<file path="src/rtl/reorder_buffer_if.sv">
// Reorder buffer bus bundle: issue request/response, writeback bus, two lookup ports, commit/flush.
// Combinational bundle with no latency of its own; timing belongs to the reorder_buffer block.
// No valid/ready handshake: issue is refused through rob_full, and the other groups are fire-and-forget.
// Ports:
//   master - the pipeline side. It drives issue_*, wb_* and get_rob_entry*,
//            and observes allocation, lookup and commit/flush results.
//   slave  - the reorder buffer side. It has the opposite directions.
interface reorder_buffer_if #(
    parameter int ROB_BIT = 3
);
    // issue from decoder
    logic               issue_valid;
    logic [4:0]         issue_rd;
    logic               issue_is_branch;
    logic               issue_pred_taken;
    logic [31:0]        issue_alt_pc;
    logic [ROB_BIT-1:0] issue_rob_entry;
    logic               rob_full;
    logic               rob_empty;
    // common writeback bus
    logic               wb_valid;
    logic [ROB_BIT-1:0] wb_entry;
    logic [31:0]        wb_value;
    logic               wb_taken;
    // register file dependency lookups
    logic [ROB_BIT-1:0] get_rob_entry1;
    logic [ROB_BIT-1:0] get_rob_entry2;
    logic               ready1;
    logic               ready2;
    logic [31:0]        value1;
    logic [31:0]        value2;
    // commit / flush
    logic               rob_commit;
    logic [4:0]         commit_reg_id;
    logic [31:0]        commit_reg_data;
    logic [ROB_BIT-1:0] commit_rob_entry;
    logic               rob_clear_up;
    logic [31:0]        clear_pc;

    modport master (
        output issue_valid, issue_rd, issue_is_branch, issue_pred_taken, issue_alt_pc,
        output wb_valid, wb_entry, wb_value, wb_taken,
        output get_rob_entry1, get_rob_entry2,
        input  issue_rob_entry, rob_full, rob_empty,
        input  ready1, ready2, value1, value2,
        input  rob_commit, commit_reg_id, commit_reg_data, commit_rob_entry,
        input  rob_clear_up, clear_pc
    );

    modport slave (
        input  issue_valid, issue_rd, issue_is_branch, issue_pred_taken, issue_alt_pc,
        input  wb_valid, wb_entry, wb_value, wb_taken,
        input  get_rob_entry1, get_rob_entry2,
        output issue_rob_entry, rob_full, rob_empty,
        output ready1, ready2, value1, value2,
        output rob_commit, commit_reg_id, commit_reg_data, commit_rob_entry,
        output rob_clear_up, clear_pc
    );
endinterface

</file>
<file path="src/rtl/reorder_buffer.sv">
// Circular in-order reorder buffer. It allocates entries at issue and captures writeback results.
// Entries commit to the register file one per cycle, and a mispredicted branch raises a flush.
// Latency: a lookup sees a writeback in the same cycle. A ready head commits one edge after its writeback edge.
// Backpressure: issue is refused while rob_full. rdy_in low freezes all state and suppresses the commit/flush pulses.
// Ports:
//   clk_in, rst_in (async, active-high) and rdy_in (global stall) are plain scalars.
//   rob (reorder_buffer_if.slave) carries issue, writeback, the two lookups, and commit/flush outputs.
module reorder_buffer #(
    parameter int ROB_BIT = 3
) (
    input  logic            clk_in,
    input  logic            rst_in,
    input  logic            rdy_in,
    reorder_buffer_if.slave rob
);
    localparam int DEPTH = 2 ** ROB_BIT;
    localparam logic [ROB_BIT:0] FULL_COUNT = (ROB_BIT + 1)'(DEPTH);

    // per-entry state
    logic [DEPTH-1:0] valid_q;
    logic [DEPTH-1:0] ready_q;
    logic [4:0]       rd_q         [DEPTH];
    logic             is_branch_q  [DEPTH];
    logic             pred_taken_q [DEPTH];
    logic             taken_q      [DEPTH];
    logic [31:0]      alt_pc_q     [DEPTH];
    logic [31:0]      value_q      [DEPTH];

    logic [ROB_BIT-1:0] head_q;
    logic [ROB_BIT-1:0] tail_q;
    logic [ROB_BIT:0]   count_q;

    logic flush_cycle;
    logic do_issue;
    logic do_wb;
    logic do_commit;
    logic mispredict;
    logic hit1;
    logic hit2;

    // Full is decoded from the registered count only. A commit on the same
    // edge therefore never lets an issue into the slot it is freeing.
    assign rob.rob_full        = (count_q == FULL_COUNT);
    assign rob.rob_empty       = (count_q == '0);
    assign rob.issue_rob_entry = tail_q;

    always_comb begin
        // The cycle after a flush edge still shows rob_clear_up. Anything the
        // front end sends in that cycle belongs to the squashed path.
        flush_cycle = rob.rob_clear_up;
        do_issue    = rdy_in && !flush_cycle && rob.issue_valid && !rob.rob_full;
        do_wb       = rdy_in && !flush_cycle && rob.wb_valid && valid_q[rob.wb_entry];
        // Commit looks only at the stored ready bit. A writeback arriving for
        // the head in this cycle commits one edge later.
        do_commit   = rdy_in && valid_q[head_q] && ready_q[head_q];
        mispredict  = do_commit && is_branch_q[head_q]
                      && (taken_q[head_q] != pred_taken_q[head_q]);
    end

    // Lookups: the live writeback bus wins over the stored value.
    always_comb begin
        hit1       = rob.wb_valid && (rob.wb_entry == rob.get_rob_entry1);
        hit2       = rob.wb_valid && (rob.wb_entry == rob.get_rob_entry2);
        rob.ready1 = ready_q[rob.get_rob_entry1] || hit1;
        rob.ready2 = ready_q[rob.get_rob_entry2] || hit2;
        rob.value1 = hit1 ? rob.wb_value : value_q[rob.get_rob_entry1];
        rob.value2 = hit2 ? rob.wb_value : value_q[rob.get_rob_entry2];
    end

    // Control state, pointers and registered commit/flush outputs.
    always_ff @(posedge clk_in or posedge rst_in) begin
        if (rst_in) begin
            valid_q              <= '0;
            ready_q              <= '0;
            head_q               <= '0;
            tail_q               <= '0;
            count_q              <= '0;
            rob.rob_commit       <= 1'b0;
            rob.commit_reg_id    <= '0;
            rob.commit_reg_data  <= '0;
            rob.commit_rob_entry <= '0;
            rob.rob_clear_up     <= 1'b0;
            rob.clear_pc         <= '0;
        end else if (!rdy_in) begin
            // Stalled: hold everything, and end any pulse so a commit is never reported twice.
            rob.rob_commit   <= 1'b0;
            rob.rob_clear_up <= 1'b0;
        end else begin
            rob.rob_commit   <= do_commit;
            rob.rob_clear_up <= mispredict;

            if (do_commit) begin
                rob.commit_reg_id    <= is_branch_q[head_q] ? 5'd0 : rd_q[head_q];
                rob.commit_reg_data  <= value_q[head_q];
                rob.commit_rob_entry <= head_q;
            end

            if (mispredict) begin
                // A same-edge issue or writeback is squashed along with everything else.
                rob.clear_pc <= alt_pc_q[head_q];
                valid_q      <= '0;
                ready_q      <= '0;
                head_q       <= '0;
                tail_q       <= '0;
                count_q      <= '0;
            end else begin
                if (do_issue) begin
                    valid_q[tail_q] <= 1'b1;
                    ready_q[tail_q] <= 1'b0;
                    tail_q          <= tail_q + 1'b1;
                end
                if (do_wb) begin
                    ready_q[rob.wb_entry] <= 1'b1;
                end
                // Placed after the writeback so a late result for the retiring head cannot revive it.
                if (do_commit) begin
                    valid_q[head_q] <= 1'b0;
                    ready_q[head_q] <= 1'b0;
                    head_q          <= head_q + 1'b1;
                end
                case ({do_issue, do_commit})
                    2'b10:   count_q <= count_q + 1'b1;
                    2'b01:   count_q <= count_q - 1'b1;
                    default: count_q <= count_q;
                endcase
            end
        end
    end

    // Entry payload. Valid/ready qualify it, so it needs no reset.
    always_ff @(posedge clk_in) begin
        if (do_issue) begin
            rd_q[tail_q]         <= rob.issue_rd;
            is_branch_q[tail_q]  <= rob.issue_is_branch;
            pred_taken_q[tail_q] <= rob.issue_pred_taken;
            alt_pc_q[tail_q]     <= rob.issue_alt_pc;
        end
        if (do_wb) begin
            value_q[rob.wb_entry] <= rob.wb_value;
            taken_q[rob.wb_entry] <= rob.wb_taken;
        end
    end
endmodule

</file>
<file path="src/flat_wrapper.sv">
// flat-port wrapper written by rule: the top's interface ports become plain ports
module reorder_buffer_flat 
#(
    parameter int ROB_BIT = 3
)
  (clk_in, rst_in, rdy_in, rob_issue_valid, rob_issue_rd, rob_issue_is_branch, rob_issue_pred_taken, rob_issue_alt_pc, rob_wb_valid, rob_wb_entry, rob_wb_value, rob_wb_taken, rob_get_rob_entry1, rob_get_rob_entry2, rob_issue_rob_entry, rob_rob_full, rob_rob_empty, rob_ready1, rob_ready2, rob_value1, rob_value2, rob_rob_commit, rob_commit_reg_id, rob_commit_reg_data, rob_commit_rob_entry, rob_rob_clear_up, rob_clear_pc);
  reorder_buffer_if #(.ROB_BIT(ROB_BIT)) rob_i ();
  input  logic clk_in;
  input  logic rst_in;
  input  logic rdy_in;
  input wire logic [$bits(rob_i.issue_valid)-1:0] rob_issue_valid;
  input wire logic [$bits(rob_i.issue_rd)-1:0] rob_issue_rd;
  input wire logic [$bits(rob_i.issue_is_branch)-1:0] rob_issue_is_branch;
  input wire logic [$bits(rob_i.issue_pred_taken)-1:0] rob_issue_pred_taken;
  input wire logic [$bits(rob_i.issue_alt_pc)-1:0] rob_issue_alt_pc;
  input wire logic [$bits(rob_i.wb_valid)-1:0] rob_wb_valid;
  input wire logic [$bits(rob_i.wb_entry)-1:0] rob_wb_entry;
  input wire logic [$bits(rob_i.wb_value)-1:0] rob_wb_value;
  input wire logic [$bits(rob_i.wb_taken)-1:0] rob_wb_taken;
  input wire logic [$bits(rob_i.get_rob_entry1)-1:0] rob_get_rob_entry1;
  input wire logic [$bits(rob_i.get_rob_entry2)-1:0] rob_get_rob_entry2;
  output wire logic [$bits(rob_i.issue_rob_entry)-1:0] rob_issue_rob_entry;
  output wire logic [$bits(rob_i.rob_full)-1:0] rob_rob_full;
  output wire logic [$bits(rob_i.rob_empty)-1:0] rob_rob_empty;
  output wire logic [$bits(rob_i.ready1)-1:0] rob_ready1;
  output wire logic [$bits(rob_i.ready2)-1:0] rob_ready2;
  output wire logic [$bits(rob_i.value1)-1:0] rob_value1;
  output wire logic [$bits(rob_i.value2)-1:0] rob_value2;
  output wire logic [$bits(rob_i.rob_commit)-1:0] rob_rob_commit;
  output wire logic [$bits(rob_i.commit_reg_id)-1:0] rob_commit_reg_id;
  output wire logic [$bits(rob_i.commit_reg_data)-1:0] rob_commit_reg_data;
  output wire logic [$bits(rob_i.commit_rob_entry)-1:0] rob_commit_rob_entry;
  output wire logic [$bits(rob_i.rob_clear_up)-1:0] rob_rob_clear_up;
  output wire logic [$bits(rob_i.clear_pc)-1:0] rob_clear_pc;
  assign rob_i.issue_valid = rob_issue_valid;
  assign rob_i.issue_rd = rob_issue_rd;
  assign rob_i.issue_is_branch = rob_issue_is_branch;
  assign rob_i.issue_pred_taken = rob_issue_pred_taken;
  assign rob_i.issue_alt_pc = rob_issue_alt_pc;
  assign rob_i.wb_valid = rob_wb_valid;
  assign rob_i.wb_entry = rob_wb_entry;
  assign rob_i.wb_value = rob_wb_value;
  assign rob_i.wb_taken = rob_wb_taken;
  assign rob_i.get_rob_entry1 = rob_get_rob_entry1;
  assign rob_i.get_rob_entry2 = rob_get_rob_entry2;
  assign rob_issue_rob_entry = rob_i.issue_rob_entry;
  assign rob_rob_full = rob_i.rob_full;
  assign rob_rob_empty = rob_i.rob_empty;
  assign rob_ready1 = rob_i.ready1;
  assign rob_ready2 = rob_i.ready2;
  assign rob_value1 = rob_i.value1;
  assign rob_value2 = rob_i.value2;
  assign rob_rob_commit = rob_i.rob_commit;
  assign rob_commit_reg_id = rob_i.commit_reg_id;
  assign rob_commit_reg_data = rob_i.commit_reg_data;
  assign rob_commit_rob_entry = rob_i.commit_rob_entry;
  assign rob_rob_clear_up = rob_i.rob_clear_up;
  assign rob_clear_pc = rob_i.clear_pc;
  reorder_buffer #(.ROB_BIT(ROB_BIT)) u_core (.clk_in(clk_in), .rst_in(rst_in), .rdy_in(rdy_in), .rob(rob_i));
endmodule
</file>
<file path="config.mk">
export PLATFORM = sky130hd
export DESIGN_NAME = reorder_buffer_flat
export DESIGN_NICKNAME = d
export VERILOG_FILES = /design/src/rtl/reorder_buffer_if.sv /design/src/rtl/reorder_buffer.sv /design/src/flat_wrapper.sv
export SDC_FILE = /design/constraint.sdc
export NUM_CORES = 1
export LEC_CHECK = 0
export CORE_MARGIN = 4
export CORE_UTILIZATION = 55
export CTS_BUF_LIST = sky130_fd_sc_hd__clkbuf_8
export DETAILED_ROUTE_END_ITERATION = 6
export HOLD_SLACK_MARGIN = 0.06
export PLACE_DENSITY = 0.82
export RECOVER_POWER = 50
export SLEW_MARGIN = 20
export SYNTH_ARGS = -nofsm -noshare
export SYNTH_HDL_FRONTEND = slang
export SYNTH_SLANG_ARGS = --single-unit
</file>
<file path="constraint.sdc">
create_clock -name clk_in -period 9.4 [get_ports clk_in]
set_input_delay 1.88 -clock clk_in [delete_from_list [all_inputs] [get_ports clk_in]]
set_output_delay 1.88 -clock clk_in [all_outputs]
set_load 0.005 [all_outputs]
</file>
==> metrics.md, run 1 <==
| Metric | Value |
|---|---|
| Largest cells by area after synthesis | `edfxtp_1, mux4_2, dfrtp_1` |
| CP Capture Point | `u_core.head_q[0]` |
| Post-Syn Area per Cell | `around 16 um^2` |
| Dpl hpwl | `around 46000 um` |
| Drt first pass iters | `7` |
| Top post-synthesis cells by count | `edfxtp_1, mux4_2, nor2_1` |
| Syn_nets | `2013` |
| Max stage delay on crit path | `2.38 ns` |
| NetSw | `~3.2 mW` |
| DR DRC count | `1` |
| Critical Path End Type | `asynchronous set/reset pin` |
| Final Hold Violating Endpoints | `0` |
| Worst VDD drop | `between 0.15 and 0.2 mV` |
| Setup crit start | `rst_in` |
| Final worst path period share | `0.740` |
| RR Endpoint | `u_core.rob.clear_pc[6]` |
| CTS tree | `done` |
| Largest net degree at the start of global routing | `68` |
| Status | `complete, but fails checks` |
| Post-synth top area share | `0.564` |
| Sequential fraction of the synthesis area | `0.645` |
| Die ar. | `approximately 60000 um^2` |
| Synthesized-area fraction occupied by adder cells | `0.00204` |
| Post-synth EDFFs | `576` |
| FFs w/ async S/R, synth | `0.148` |
| Skew final | `0.0485 ns` |
| Core Area | `55200 um^2` |
| Type of origin of the critical path | `input port` |
| Max-Cap Viols | `3` |
| Top delay family on crit path | `buffers and inverters` |
| R2r startpoint | `u_core.head_q[1]` |
| Setup TNS Final | `0 ns` |
| Final Cell Area | `35700 um^2` |
| Largest family of logic cells by synthesized area | `multiplexers` |
| WL per Instance | `27.9 um` |
| Area leader, netlist | `edfxtp_1` |
| Post-synthesis xor/xnor area fraction | `0.00400` |
| Min Hold Slack | `between 0.4 and 0.5 ns` |
| Root Buffer | `clkbuf_8` |
| DR WL met2 | `40400 um` |
| Die span in x | `244 um` |
| Sw Ratio | `0.339` |
| CTS Hold Bufs | `0` |
| Final setup fails | `0` |
| Placed insts | `2769` |
| H-tree Lvls | `3` |
| Critical Path RT | `9.07 ns` |
| Global-route wire length before repair | `between 100000 and 150000 um` |
| Max_slew headroom | `-1.15` |
| Fmax achieved | `0.144 GHz` |
| Most used flip-flop cell after synthesis | `edfxtp_1` |
| Worst reg2reg path depth | `5` |
| Least-Margin Pin Slew | `3.22 ns` |
| Pre-CTS setup slack | `2.72 ns` |
| Max stage delay cell, worst path | `clkbuf_1` |
| Pleak | `12.2 nW` |
| Layout area overhead | `16.4%` |
| Met1 WL | `30800 um` |
| Clock Path Buffers | `3` |
| Final net count | `approximately 2.2k` |
| DR vias | `19.9k` |
| Mux cell area share after synthesis | `0.190` |
| Comb pwr share | `0.312` |
| Row Count | `86` |
| # resized after CTS | `0` |
| Compound-Gate Fraction of Synth Area | `0.105` |
| Total CTS buffers | `105` |
| RePlAce Congestion | `0.819` |
| Minimum clock period | `6.96 ns` |
| Vias in the first global route | `20.6k` |
| Final Instance Count excl. Fillers | `2978` |
| Register share of total power | `0.420` |
| Mapped Area | `just over 30000 um^2` |
| Final core utilization | `0.647` |
| RSZ-0062 raised after global routing | `no` |
| Postcts setup bufs | `0` |
| Clock share of power | `0.268` |
| Pwr/cell area | `262 nW/um^2` |
| Ys Warns | `0` |
| Count leader, synth | `edfxtp_1` |
| Vias per std cell | `6.69` |
| Tot GR Track Use | `0.273` |
| Die Span Y | `244 um` |
| Failing checks | `DRC, capacitance limit, slew limit` |
| Remaining antenna violation count | `0` |
| Post-Synth Simple-Gate Area | `0.0286` |
| Final WL | `about 83000 um` |
| Overflow after GRT | `0` |
| I/O pins | `roughly 230` |
| Initial Util | `0.556` |
| Flop2flop setup slack | `3.55 ns` |
| Worst min-delay path class | `reg -> reg` |
| DRT iter0 DRCs | `roughly 2.5k` |
| Synth Register Bits | `slightly below 700` |
| Port Buf Inserts | `230` |
| Setup ws final | `2.44 ns` |
| Met3 WL post-DR | `between 9000 and 10000 um` |
| Worst EP arrival | `around 6.6 ns` |
| Antenna violations before repair | `17` |
| Power Total | `9.36 mW` |
| Critical path depth in cells | `3` |
| Worst Path Max Fanout | `53` |
| Crit-path cells | `dlygate4sd3_1, clkinvlp_2, clkbuf_1` |
| Mapped Cells | `1922` |
| Share of cells above drive strength 1 | `0.223` |
| P_int | `~6.2 mW` |
| Clock Latency Late Sink | `0.74 ns` |
| Worst Path Buf+Inv | `3` |
| Post-synthesis cell type count | `52` |
| Post-Place Cell Area | `33500 um^2` |
| Reg clk slew, reported paths | `0.06 ns` |
| Final slew viol count | `140` |
| Top sig layer | `met5` |
| Crit Path Category | `in -> async` |
| # clock sinks | `676` |
-- cells in the final DEF (no fill, tap or decap), types with 60 or more instances in the layout --
cell / Yosys / final
mux2i_1: 111 / 111
a22oi_1: 60 / 60
a21oi_1: 112 / 112
mux2_2: 109 / 109
clkbuf_8: 0 / 127
edfxtp_1: 576 / 576
o21ai_0: 80 / 80
a221oi_1: 88 / 88
clkdlybuf4s50_1: 0 / 111
dfrtp_1: 100 / 97
dlygate4sd3_1: 0 / 113
mux4_2: 134 / 134
nor2_1: 116 / 113
-- routing by layer --
layer,vias up,GRT usage
met4,16,0.101
met1,10089,0.360
met3,204,0.0698
met5,-,0
met2,1329,0.446
li1,8286,-
-- how the worst min path moves through the flow --
stage                                              from                            end  slack (ns)  depth (start not counted)
after floorplan           u_core.rob.commit_reg_data[0]  u_core.rob.commit_reg_data[0]        0.49                          1
after global placement    u_core.rob.commit_reg_data[4]  u_core.rob.commit_reg_data[4]        0.47                          1
after detailed placement  u_core.rob.commit_reg_data[5]  u_core.rob.commit_reg_data[5]        0.48                          1
after CTS                 u_core.rob.commit_reg_data[5]  u_core.rob.commit_reg_data[5]        0.50                          1
after global routing      u_core.rob.commit_reg_data[5]  u_core.rob.commit_reg_data[5]        0.50                          1
final                     u_core.rob.commit_reg_data[2]  u_core.rob.commit_reg_data[2]        0.49                          1
-- registers in the layout, indices dropped and copies added, names as in the netlist --
name                         cells
u_core.head_q                    3
u_core.rob.commit_rob_entry      3
u_core.taken_q                   8
u_core.rob.rob_commit            1
u_core.rob.issue_rob_entry       3
u_core.rob.commit_reg_data      32
u_core.rd_q                     40
u_core.count_q                   4
u_core.valid_q                   8
u_core.value_q                 256
u_core.rob.clear_pc             32
u_core.alt_pc_q                256
u_core.is_branch_q               8
u_core.rob.rob_clear_up          1
u_core.rob.commit_reg_id         5
u_core.ready_q                   8
u_core.pred_taken_q              8
-- power groups by stage --
stage	clock network, mW	registers [mW]	logic, mW
CTS	2.54	3.92	2.93
global route	2.69	3.96	3.09
floorplan	0	3.80	1.88
global placement	0	3.96	2.84
detailed placement	0	3.97	2.90
finish	2.51	3.93	2.92
-- kinds of logic after synthesis --
group	Yosys count
buffers and inverters	178
muxes	386
AOI/OAI and AO/OA	461
DFF	676
and+or+nand+nor	202
xor gates and xnor gates	14
adders and majority gates	5
-- area by class of cell --
type,instances,area [um^2]
Multi-Input combinational cell,1068,10200
Inverter,15,60.1
Clock buffer,127,1750
Timing Repair Buffer,262,2520
Sequential cell,676,19800
Antenna cell,9,22.5
Fill cell,3819,19500
Clock inverter,73,437
Tap cell,748,936
(Power assumes the default switching activity.)
==> inputs of run 2 (changes only) <==
==> constraint.sdc (replaced) <==
create_clock -name clk_in -period 7 [get_ports clk_in]
set_input_delay 1.4 -clock clk_in [delete_from_list [all_inputs] [get_ports clk_in]]
set_output_delay 1.4 -clock clk_in [all_outputs]
set_load 0.005 [all_outputs]
==> run 2 against run 1 <==
Net effect:
- the flow finishes with violations (capacitance limit, slew limit)
- highest routed layer unchanged
- power grew 33%
- worst hold slack worse by 0.0065 ns
- clock skew fell by 0.011 ns
- sequential share of layout area hardly changed
- cell area hardly changed
- sequential power increased by 34%
- combinational power grew 35%
- utilization about the same
==> metrics.md, run 2 (synthesized netlist as in run 1, its figures left out) <==
| Metric | Value |
|---|---|
| Clock share of power | `0.261` |
| CTS tree | `done` |
| Biggest regs | `u_core.alt_pc_q: 256 flops, u_core.value_q: 256 flops, u_core.rd_q: 40 flops` |
| Sw Ratio | `0.336` |
| Vias in the first global route | `20.4k` |
| Comb pwr share | `0.316` |
| H-tree Lvls | `3` |
| Final slew viol count | `103` |
| # resized after CTS | `0` |
| Die span in x | `244 um` |
| Worst Path Max Fanout | `49` |
| Post-Place Cell Area | `~34000 um^2` |
| Clock Path Buffers | `3` |
| # clock sinks | `676` |
| WL per Instance | `roughly 27 um` |
| Pwr/cell area | `between 300 and 400 nW/um^2` |
| RSZ-0062 raised after global routing | `no` |
| Setup ws final | `around 1.7 ns` |
| Layout area overhead | `16.4%` |
| Row Count | `86` |
| Total CTS buffers | `between 100 and 150` |
| Remaining antenna violation count | `0` |
| Max stage delay on crit path | `0.75 ns` |
| Most used cell, CP | `buf_4` |
| Largest net degree at the start of global routing | `78` |
| Vias per std cell | `6.62` |
| Pleak | `~12 nW` |
| Dpl hpwl | `45600 um` |
| Critical Path End Type | `output pin` |
| Minimum clock period | `around 5.3 ns` |
| Commonest non-fill, non-tap cell in the layout | `edfxtp_1` |
| P_int | `8.26 mW` |
| Crit Path Category | `in -> out` |
| Final Cell Area | `35700 um^2` |
| Register share of total power | `0.423` |
| Fmax achieved | `around 0.19 GHz` |
| NetSw | `4.17 mW` |
| Pre-CTS setup slack | `about 1.7 ns` |
| Max stage delay cell, worst path | `buf_4` |
| Final worst path period share | `0.754` |
| DRT iter0 DRCs | `~2.4k` |
| Overflow after GRT | `0` |
| Crit-path cells | `buf_4, buf_4, mux4_2, mux2i_1, a21oi_1, clkdlybuf4s50_1` |
| Root Buffer | `clkbuf_8` |
| Type of origin of the critical path | `input port` |
| Antenna violations before repair | `15` |
| RePlAce Congestion | `0.854` |
| Final net count | `roughly 2.2k` |
| Final setup fails | `0` |
| Worst VDD drop | `0.270 mV` |
| Initial Util | `0.556` |
| Global-route wire length before repair | `roughly 120000 um` |
| Max-Cap Viols | `2` |
| Commonest non-fill, non-tap cells in the layout | `edfxtp_1, mux4_2, clkdlybuf4s50_1` |
| DR DRC count | `0` |
| Drt first pass iters | `5` |
| Tot GR Track Use | `0.266` |
| Core Area | `55200 um^2` |
| Skew final | `~0.038 ns` |
| Least-Margin Pin Slew | `2.46 ns` |
| Critical Path RT | `5.60 ns` |
| I/O pins | `between 200 and 250` |
| Worst EP arrival | `3.88 ns` |
| Status | `complete, but fails checks` |
| Postcts setup bufs | `0` |
| CTS Hold Bufs | `0` |
| Failing checks | `capacitance limit, slew limit` |
| Final WL | `81100 um` |
| DR vias | `19.7k` |
| Max_slew headroom | `-0.648` |
| Setup TNS Final | `0 ns` |
| Fillers | `3715` |
| Clock Latency Late Sink | `0.71 ns` |
| Die ar. | `59600 um^2` |
| Share of cells above drive strength 1 | `0.225` |
| Reg clk slew, reported paths | `roughly 0.06 ns` |
| Port Buf Inserts | `230` |
| Die Span Y | `between 200 and 250 um` |
| Worst min-delay path class | `reg -> reg` |
| Final Hold Violating Endpoints | `0` |
## run 2: changes by cell type in the layout (fill, tap and decap cells not counted), moves of 3 or more
cell / before / now
diode_2: 9 / 12
clkinvlp_4: 0 / 4
dlygate4sd3_1: 113 / 95
buf_4: 35 / 40
clkbuf_8: 127 / 115
clkdlybuf4s50_1: 111 / 129
## run 2: cell type report
class,count,area (um^2),area share
Antenna cell,12,30.0,0.000841
Multi-Input combinational cell,1068,10200,0.285
Timing Repair Buffer,269,2610,0.0730
Clock inverter,75,498,0.0139
Tap cell,748,936,0.0262
Inverter,15,58.8,0.00165
Sequential cell,676,19800,0.555
Clock buffer,115,1580,0.0443
## run 2: critical path, delay by kind of cell
kind            cells  cell delay (ns)
mux                 2             0.75
compound gates      1             0.10
buf+inv             3             1.61
## run 2: per-layer routing
| layer | track usage | vias to the layer above | wire length, um |
|---|---|---|---|
| li1 | - | 8265 | - |
| met1 | 0.343 | 9882 | 29000 |
| met2 | 0.440 | 1362 | 39800 |
| met3 | 0.0707 | 208 | 9840 |
| met4 | 0.0994 | 8 | 2500 |
| met5 | 0 | - | 49 |
## run 2: metrics by stage
step / hold slack [ns] / utilization / cells / power, mW
final: 0.485 / 0.647 / 2978 / 12.4
after detailed placement: 0.480 / 0.608 / 2775 / 9.24
after global routing: 0.508 / 0.647 / 2972 / 13.0
after floorplan: 0.488 / - / 1922 / 7.62
after global placement: 0.474 / 0.608 / 2775 / 9.14
after CTS: 0.494 / 0.646 / 2965 / 12.5
## run 2: worst paths after layout
| check | from | to | slack, ns | cells past startpoint |
|---|---|---|---|---|
| setup / recovery | rob_get_rob_entry2[0] | rob_value2[24] | 1.72 | 6 |
| hold / removal | u_core.rob.commit_reg_data[8] | u_core.rob.commit_reg_data[8] | 0.49 | 1 |
| setup reg to reg | u_core.head_q[1] | u_core.rob.clear_pc[20] | 2.44 | 8 |
| hold reg to reg | u_core.rob.commit_reg_data[8] | u_core.rob.commit_reg_data[8] | 0.49 | 1 |
| max in group asynchronous | rst_in | u_core.head_q[1] | 2.37 | 3 |
| min in group asynchronous | rst_in | u_core.rob.commit_reg_data[5] | 1.83 | 2 |
## run 2: power by group through the flow
stage / combinational [mW] / clock (mW) / sequential [mW]
2_1_floorplan: 2.52 / 0 / 5.10
3_3_place_gp: 3.83 / 0 / 5.31
3_5_place_dp: 3.91 / 0 / 5.33
4_1_cts: 3.94 / 3.28 / 5.25
5_1_grt: 4.20 / 3.46 / 5.30
6_report: 3.93 / 3.24 / 5.26
